===== src/rtl/morse_pkg.sv =====
`default_nettype none
// ============================================================================
// Module      : morse_pkg
// Description : Letter patterns, pattern width and FSM state encoding shared
//               by the Morse sequencer and its letter queue.
// Revision    : 1.0 - initial release
// ============================================================================
package morse_pkg;

    localparam int c_PATTERN_W = 12;

    localparam logic [c_PATTERN_W-1:0] c_PAT_A = 12'b1011_1000_0000;
    localparam logic [c_PATTERN_W-1:0] c_PAT_B = 12'b1110_1010_1000;
    localparam logic [c_PATTERN_W-1:0] c_PAT_C = 12'b1110_1011_1010;
    localparam logic [c_PATTERN_W-1:0] c_PAT_D = 12'b1110_1010_0000;
    localparam logic [c_PATTERN_W-1:0] c_PAT_E = 12'b1000_0000_0000;
    localparam logic [c_PATTERN_W-1:0] c_PAT_F = 12'b1010_1110_1000;
    localparam logic [c_PATTERN_W-1:0] c_PAT_G = 12'b1110_1110_1000;
    localparam logic [c_PATTERN_W-1:0] c_PAT_H = 12'b1010_1010_0000;

    typedef enum logic [1:0] {
        ST_IDLE = 2'd0,
        ST_SEND = 2'd1,
        ST_GAP  = 2'd2
    } state_t;

    function automatic logic [c_PATTERN_W-1:0] letter_pattern(input logic [2:0] letter);
        logic [c_PATTERN_W-1:0] pat;
        case (letter)
            3'd0:    pat = c_PAT_A;
            3'd1:    pat = c_PAT_B;
            3'd2:    pat = c_PAT_C;
            3'd3:    pat = c_PAT_D;
            3'd4:    pat = c_PAT_E;
            3'd5:    pat = c_PAT_F;
            3'd6:    pat = c_PAT_G;
            default: pat = c_PAT_H;
        endcase
        return pat;
    endfunction

endpackage
`default_nettype wire


===== src/rtl/letter_fifo.sv =====
`default_nettype none
// ============================================================================
// Module      : letter_fifo
// Description : Small power-of-2 FIFO of 3-bit letter codes with flush.
// Revision    : 1.0 - initial release
// ============================================================================
module letter_fifo
    import morse_pkg::*;
#(
    parameter int DEPTH = 4
) (
    input  logic                     clk,
    input  logic                     rst_n,
    input  logic                     i_push,
    input  logic [2:0]               i_data,
    input  logic                     i_pop,
    input  logic                     i_flush,
    output logic [2:0]               o_data,
    output logic                     o_full,
    output logic                     o_empty,
    output logic [$clog2(DEPTH):0]   o_count_next
);

    localparam int c_AW = $clog2(DEPTH);

    logic [2:0]      r_mem [DEPTH];
    logic [c_AW-1:0] r_wr_ptr;
    logic [c_AW-1:0] r_rd_ptr;
    logic [c_AW:0]   r_count;
    logic [c_AW:0]   w_count_next;

    // Exported so the parent can register its status flags from the same edge.
    always_comb begin
        w_count_next = r_count;
        if (i_flush)
            w_count_next = '0;
        else if (i_push && !i_pop)
            w_count_next = r_count + (c_AW+1)'(1);
        else if (!i_push && i_pop)
            w_count_next = r_count - (c_AW+1)'(1);
    end

    always_ff @(posedge clk or negedge rst_n) begin
        if (!rst_n) begin
            r_wr_ptr <= '0;
            r_rd_ptr <= '0;
            r_count  <= '0;
        end else begin
            r_count <= w_count_next;
            if (i_flush) begin
                r_wr_ptr <= '0;
                r_rd_ptr <= '0;
            end else begin
                if (i_push) r_wr_ptr <= r_wr_ptr + c_AW'(1);
                if (i_pop)  r_rd_ptr <= r_rd_ptr + c_AW'(1);
            end
        end
    end

    always_ff @(posedge clk) begin
        if (i_push && !i_flush) r_mem[r_wr_ptr] <= i_data;
    end

    assign o_data       = r_mem[r_rd_ptr];
    assign o_full       = (r_count == (c_AW+1)'(DEPTH));
    assign o_empty      = (r_count == '0);
    assign o_count_next = w_count_next;

endmodule
`default_nettype wire


===== src/rtl/morse_sequencer.sv =====
`default_nettype none
// ============================================================================
// Module      : morse_sequencer
// Description : Queues letters A..H and plays them as Morse dot/dash levels
//               with a fixed inter-letter gap.
// Revision    : 1.0 - initial release
// ============================================================================
module morse_sequencer
    import morse_pkg::*;
#(
    parameter int CLOCK_FREQUENCY = 50000000,
    parameter int GAP_BITS        = 3,
    parameter int FIFO_DEPTH      = 4
) (
    input  logic       ClockIn,
    input  logic       Resetn,
    input  logic [2:0] Letter,
    input  logic       LetterValid,
    output logic       LetterReady,
    input  logic       Abort,
    output logic       DotDashOut,
    output logic       NewBitOut,
    output logic       Busy
);

    localparam int c_TICK_CYCLES = CLOCK_FREQUENCY / 2;
    localparam int c_TICK_W      = (c_TICK_CYCLES > 1) ? $clog2(c_TICK_CYCLES) : 1;
    localparam int c_CNT_W       = $clog2(FIFO_DEPTH) + 1;
    localparam logic [c_TICK_W-1:0] c_TICK_RELOAD = c_TICK_W'(c_TICK_CYCLES - 1);
    localparam logic [2:0]          c_GAP_RELOAD  = 3'(GAP_BITS - 1);

    state_t                 r_state;
    logic [c_PATTERN_W-1:0] r_shift;
    logic [c_TICK_W-1:0]    r_tick;
    logic [2:0]             r_gap;
    logic                   r_dot;
    logic                   r_new;
    logic                   r_busy;
    logic                   r_ready;

    logic                   w_push;
    logic                   w_pop;
    logic                   w_full;
    logic                   w_empty;
    logic [2:0]             w_head;
    logic [c_CNT_W-1:0]     w_count_next;
    logic [c_PATTERN_W-1:0] w_head_pat;
    logic [c_PATTERN_W-1:0] w_shifted;
    logic                   w_tick_done;
    logic                   w_next_idle;

    assign w_push      = LetterValid & ~w_full & ~Abort;
    assign w_pop       = (r_state == ST_IDLE) & ~w_empty & ~Abort;
    assign w_head_pat  = letter_pattern(w_head);
    assign w_shifted   = {r_shift[c_PATTERN_W-2:0], 1'b0};
    assign w_tick_done = (r_tick == '0);
    assign w_next_idle = Abort
                       | ((r_state == ST_IDLE) & ~w_pop)
                       | ((r_state == ST_GAP) & w_tick_done & (r_gap == 3'd0));

    letter_fifo #(
        .DEPTH (FIFO_DEPTH)
    ) u_letter_fifo (
        .clk          (ClockIn),
        .rst_n        (Resetn),
        .i_push       (w_push),
        .i_data       (Letter),
        .i_pop        (w_pop),
        .i_flush      (Abort),
        .o_data       (w_head),
        .o_full       (w_full),
        .o_empty      (w_empty),
        .o_count_next (w_count_next)
    );

    always_ff @(posedge ClockIn or negedge Resetn) begin
        if (!Resetn) begin
            r_state <= ST_IDLE;
            r_shift <= '0;
            r_tick  <= '0;
            r_gap   <= '0;
            r_dot   <= 1'b0;
            r_new   <= 1'b0;
        end else begin
            r_new <= 1'b0;
            if (Abort) begin
                r_state <= ST_IDLE;
                r_shift <= '0;
                r_tick  <= '0;
                r_gap   <= '0;
                r_dot   <= 1'b0;
            end else begin
                case (r_state)
                    ST_IDLE: begin
                        if (w_pop) begin
                            r_shift <= w_head_pat;
                            r_dot   <= w_head_pat[c_PATTERN_W-1];
                            r_new   <= 1'b1;
                            r_tick  <= c_TICK_RELOAD;
                            r_state <= ST_SEND;
                        end
                    end
                    ST_SEND: begin
                        if (w_tick_done) begin
                            r_shift <= w_shifted;
                            r_tick  <= c_TICK_RELOAD;
                            r_new   <= 1'b1;
                            // An empty shift register means the last mark has been played.
                            if (w_shifted != '0) begin
                                r_dot <= w_shifted[c_PATTERN_W-1];
                            end else begin
                                r_dot   <= 1'b0;
                                r_gap   <= c_GAP_RELOAD;
                                r_state <= ST_GAP;
                            end
                        end else begin
                            r_tick <= r_tick - c_TICK_W'(1);
                        end
                    end
                    ST_GAP: begin
                        if (w_tick_done) begin
                            if (r_gap == 3'd0) begin
                                r_state <= ST_IDLE;
                            end else begin
                                r_gap  <= r_gap - 3'd1;
                                r_tick <= c_TICK_RELOAD;
                                r_new  <= 1'b1;
                            end
                        end else begin
                            r_tick <= r_tick - c_TICK_W'(1);
                        end
                    end
                    default: r_state <= ST_IDLE;
                endcase
            end
        end
    end

    always_ff @(posedge ClockIn or negedge Resetn) begin
        if (!Resetn) begin
            r_busy  <= 1'b0;
            r_ready <= 1'b0;
        end else begin
            r_busy  <= ~w_next_idle | (w_count_next != '0);
            r_ready <= (w_count_next != c_CNT_W'(FIFO_DEPTH));
        end
    end

    assign DotDashOut  = r_dot;
    assign NewBitOut   = r_new;
    assign Busy        = r_busy;
    assign LetterReady = r_ready;

endmodule
`default_nettype wire

===== config.mk =====
export PLATFORM = sky130hd
export DESIGN_NAME = morse_sequencer
export DESIGN_NICKNAME = d
export VERILOG_FILES = /design/src/rtl/morse_pkg.sv /design/src/rtl/letter_fifo.sv /design/src/rtl/morse_sequencer.sv
export SDC_FILE = /design/constraint.sdc
export NUM_CORES = 1
export LEC_CHECK = 0
export CAP_MARGIN = 20
export CELL_PAD_IN_SITES_DETAIL_PLACEMENT = 1
export CELL_PAD_IN_SITES_GLOBAL_PLACEMENT = 1
export CORE_AREA = 2 2 114 116
export DETAILED_ROUTE_END_ITERATION = 10
export DIE_AREA = 0 0 116 118
export HOLD_SLACK_MARGIN = 0.1
export MAX_ROUTING_LAYER = met4
export PLACE_DENSITY = 0.52
export SLEW_MARGIN = 0
export SYNTH_ARGS = -nofsm -noshare
export SYNTH_HDL_FRONTEND = slang
export SYNTH_SLANG_ARGS = --single-unit

===== constraint.sdc =====
create_clock -name ClockIn -period 4.3 [get_ports ClockIn]
set_input_delay 0.86 -clock ClockIn [delete_from_list [all_inputs] [get_ports ClockIn]]
set_output_delay 0.86 -clock ClockIn [all_outputs]
set_load 0.05 [all_outputs]

==> results_dict.tcl <==
set metrics [dict create \
    outcome "complete, no violations" \
    synth_edf_count 12 \
    ys_warn_count 0 \
    drc 0 \
    critPathTopFamily "simple AND/OR/NAND/NOR gates" \
    final_common_cell "dfrtp_1" \
    synth_nets 418 \
    highest_layer "met4" \
    max_cap_violations 0 \
    cts_tree "yes" \
    tightest_slew_ns 0.840 \
    netlist_area_um2 3780 \
    grt_pass1_vias 3162 \
    clkSlewWorstSetupHoldPaths_ns 0.06 \
    max_stage_delay_ns 0.67 \
    final.setup.tns_ns 0 \
    die_h_um 118 \
    dieArea_um2 13700 \
    path_cells "inv_1, ha_1, nor2_1, nor3_2, buf_4, a21oi_1, a311oi_1" \
    p_leak_nw 1.71 \
    syn_avg_cell_area_um2 9.66 \
    clockBufferDepth 2 \
    required_ns 4.54 \
    grt_usage_pct 16.1 \
    hold_viol_final 0 \
    criticalPathCategory "flip-flop to flip-flop" \
    rsz0062_at_grt "false" \
    cp.arrival_ns 2.85 \
    slowest_stage "ha_1" \
    synthArstFlopShare_pct 81.0 \
    synth_cell_types 64 \
    cts_sinks 63 \
    layout-drive-gt1-share_pct 12.6 \
    start_util_pct 30.5 \
    wire_per_inst_um 16.9 \
    cts_resized 0 \
    seq_area_um2 1640 \
    grt_max_degree 32 \
    grt_pass1_wl_um 16600 \
    peakVddDrop_v 0.000267 \
    drt-met1-wl_um 4950 \
    final_max_slew_viol_count 0 \
    skew_ns 0.00581 \
    multi_input_area_um2 1990 \
    coreArea_um2 12400 \
    clk_latency_ns 0.34 \
    synth_cells 392 \
    vias 2957 \
    antenna_found_initial 0 \
    met3RoutedLength_um 224 \
    p_per_area_nw_per_um2 750 \
    setup_violations 0 \
    wl_met2_um 4460 \
    totalWireLength_um 9750 \
    ys_seq_elements 63 \
    relSlewSlack_pct 44.0 \
    cts_root_buf "clkbuf_16" \
    period_share_pct 60.6 \
    path_buf_inv 2 \
    fin_crit_ns 2.61 \
    htree_num_levels 3 \
    fmax_mhz 384 \
    path_max_fanout 15 \
    area_growth_pct 14.2 \
    startpoint_type "flip-flop" \
    num_rows 41 \
    yosys-top-cells-area "dfrtp_1 34%, edfxtp_1 9.5%, ha_1 6.3%" \
    layout_setup_ws_ns 1.69 \
    viasPerCell 5.13 \
    grt_overflow_total 0 \
    layout_common_cells "51 x dfrtp_1, 48 x nor2_1, 28 x nand2_1" \
    diodes 0 \
    fillerInstances 1461 \
    cts_hold_buf 0 \
    cts_setup_buffers 0 \
    pre_cts_ws_ns 1.39 \
    dp_hpwl_um 6910 \
    drtIter0Drc 95 \
    postRouteAntennaNets 0 \
    cts_buffers 9 \
    dieWidth_um 116 \
    first_pass_iters 4 \
    yosysSeqAreaShare_pct 43.2 \
    io_pins 11 \
    hold_class "flip-flop to flip-flop" \
    cp-end-kind "flip-flop" \
    yosysTopAreaCellShare_pct 33.7 \
    gp_congestion 0.741 \
    fin_nets 425 \
    yosys.area.top_type "dfrtp_1" \
    synth_ff_type "dfrtp_1" \
    io_buffer_count 10 \
]
[where the power goes]
group	internal, W	leakage (nW)	total (W)	switching [W]
registers	0.000760	0.782	0.000953	0.000193
logic	0.000589	0.793	0.00157	0.000984
clock network	0.000402	0.139	0.000717	0.000314
total	0.00175	1.71	0.00324	0.00149
[synthesized netlist by cell type (3+ instances only)]
library cell,count
inv_1,21
edfxtp_1,12
nand2_1,28
buf_2,3
a211oi_1,11
a21oi_1,26
and2_1,7
dfrtp_1,51
nor2_1,48
nor4_1,4
mux4_2,3
a22oi_1,3
nand3_1,14
xnor2_1,3
nor2b_1,3
o31ai_1,3
nand4_1,4
nor3b_1,3
o21ai_0,23
mux2i_1,7
clkbuf_1,10
nor3_2,3
nand2b_1,4
ha_1,19
and3_1,4
nor3_1,17
a311oi_1,7
or4_4,3
[state kept, by name, summed over array words and instances (netlist names)]
signal / cells
u_letter_fifo.r_count: 3
DotDashOut: 1
u_letter_fifo.r_wr_ptr: 2
r_state: 2
r_tick: 25
u_letter_fifo.r_mem: 12
LetterReady: 1
Busy: 1
r_gap: 3
u_letter_fifo.r_rd_ptr: 2
r_shift: 10
NewBitOut: 1
[through the flow]
stage	instance area, um^2	cells	hold slack [ns]	util, %	power [W]
final	4320	576	0.512	34.8	0.00324
after global routing	4320	576	0.533	34.8	0.00353
after CTS	4320	576	0.512	34.8	0.00330
after detailed placement	4040	560	0.503	32.5	0.00256
after global placement	4040	560	0.500	32.5	0.00253
after floorplan	3780	392	0.465	-	0.00215
[cell families after synthesis]
family,Yosys count,synth area share (%)
simple gates,162,24.0
compound gates,95,17.6
flops,63,43.2
buf+inv,38,4.10
fa+ha+maj,19,6.28
mux,10,3.64
xor+xnor,5,1.16
[final cells by class]
cell class                      count  share of cell area [%]
Multi-Input combinational cell    291                    46.1
Sequential cell                    63                    37.8
Clock buffer                        9                    5.21
Tap cell                          172                    4.98
Timing Repair Buffer               13                    2.60
Inverter                           21                    1.82
Clock inverter                      7                    1.45
[per-layer routing]
layer,up-vias,track usage [%]
met1,1484,21.8
met4,0,5.21
met5,-,-
met2,24,23.8
li1,1443,-
met3,6,3.60
[worst register-to-register path, stage by stage, from the launching register on]
cell and delay [ns]:
dfrtp_1 0.42, inv_1 0.09, ha_1 0.67, nor2_1 0.18
nor3_2 0.53, buf_4 0.29, a21oi_1 0.09, a311oi_1 0.24
[worst paths after layout]
path                                 start          to  slack, ns  cells after the start
max in group asynchronous           Resetn        Busy       2.95                      2
min in group asynchronous           Resetn  r_shift[4]       0.54                      1
worst min register to register  r_tick[24]  r_tick[24]       0.51                      1
worst min-delay path            r_tick[24]  r_tick[24]       0.51                      1
worst max-delay path            r_state[0]   r_tick[5]       1.69                      7
worst max register to register  r_state[0]   r_tick[5]       1.69                      7
Note: power is estimated with default switching activity, not from simulation.
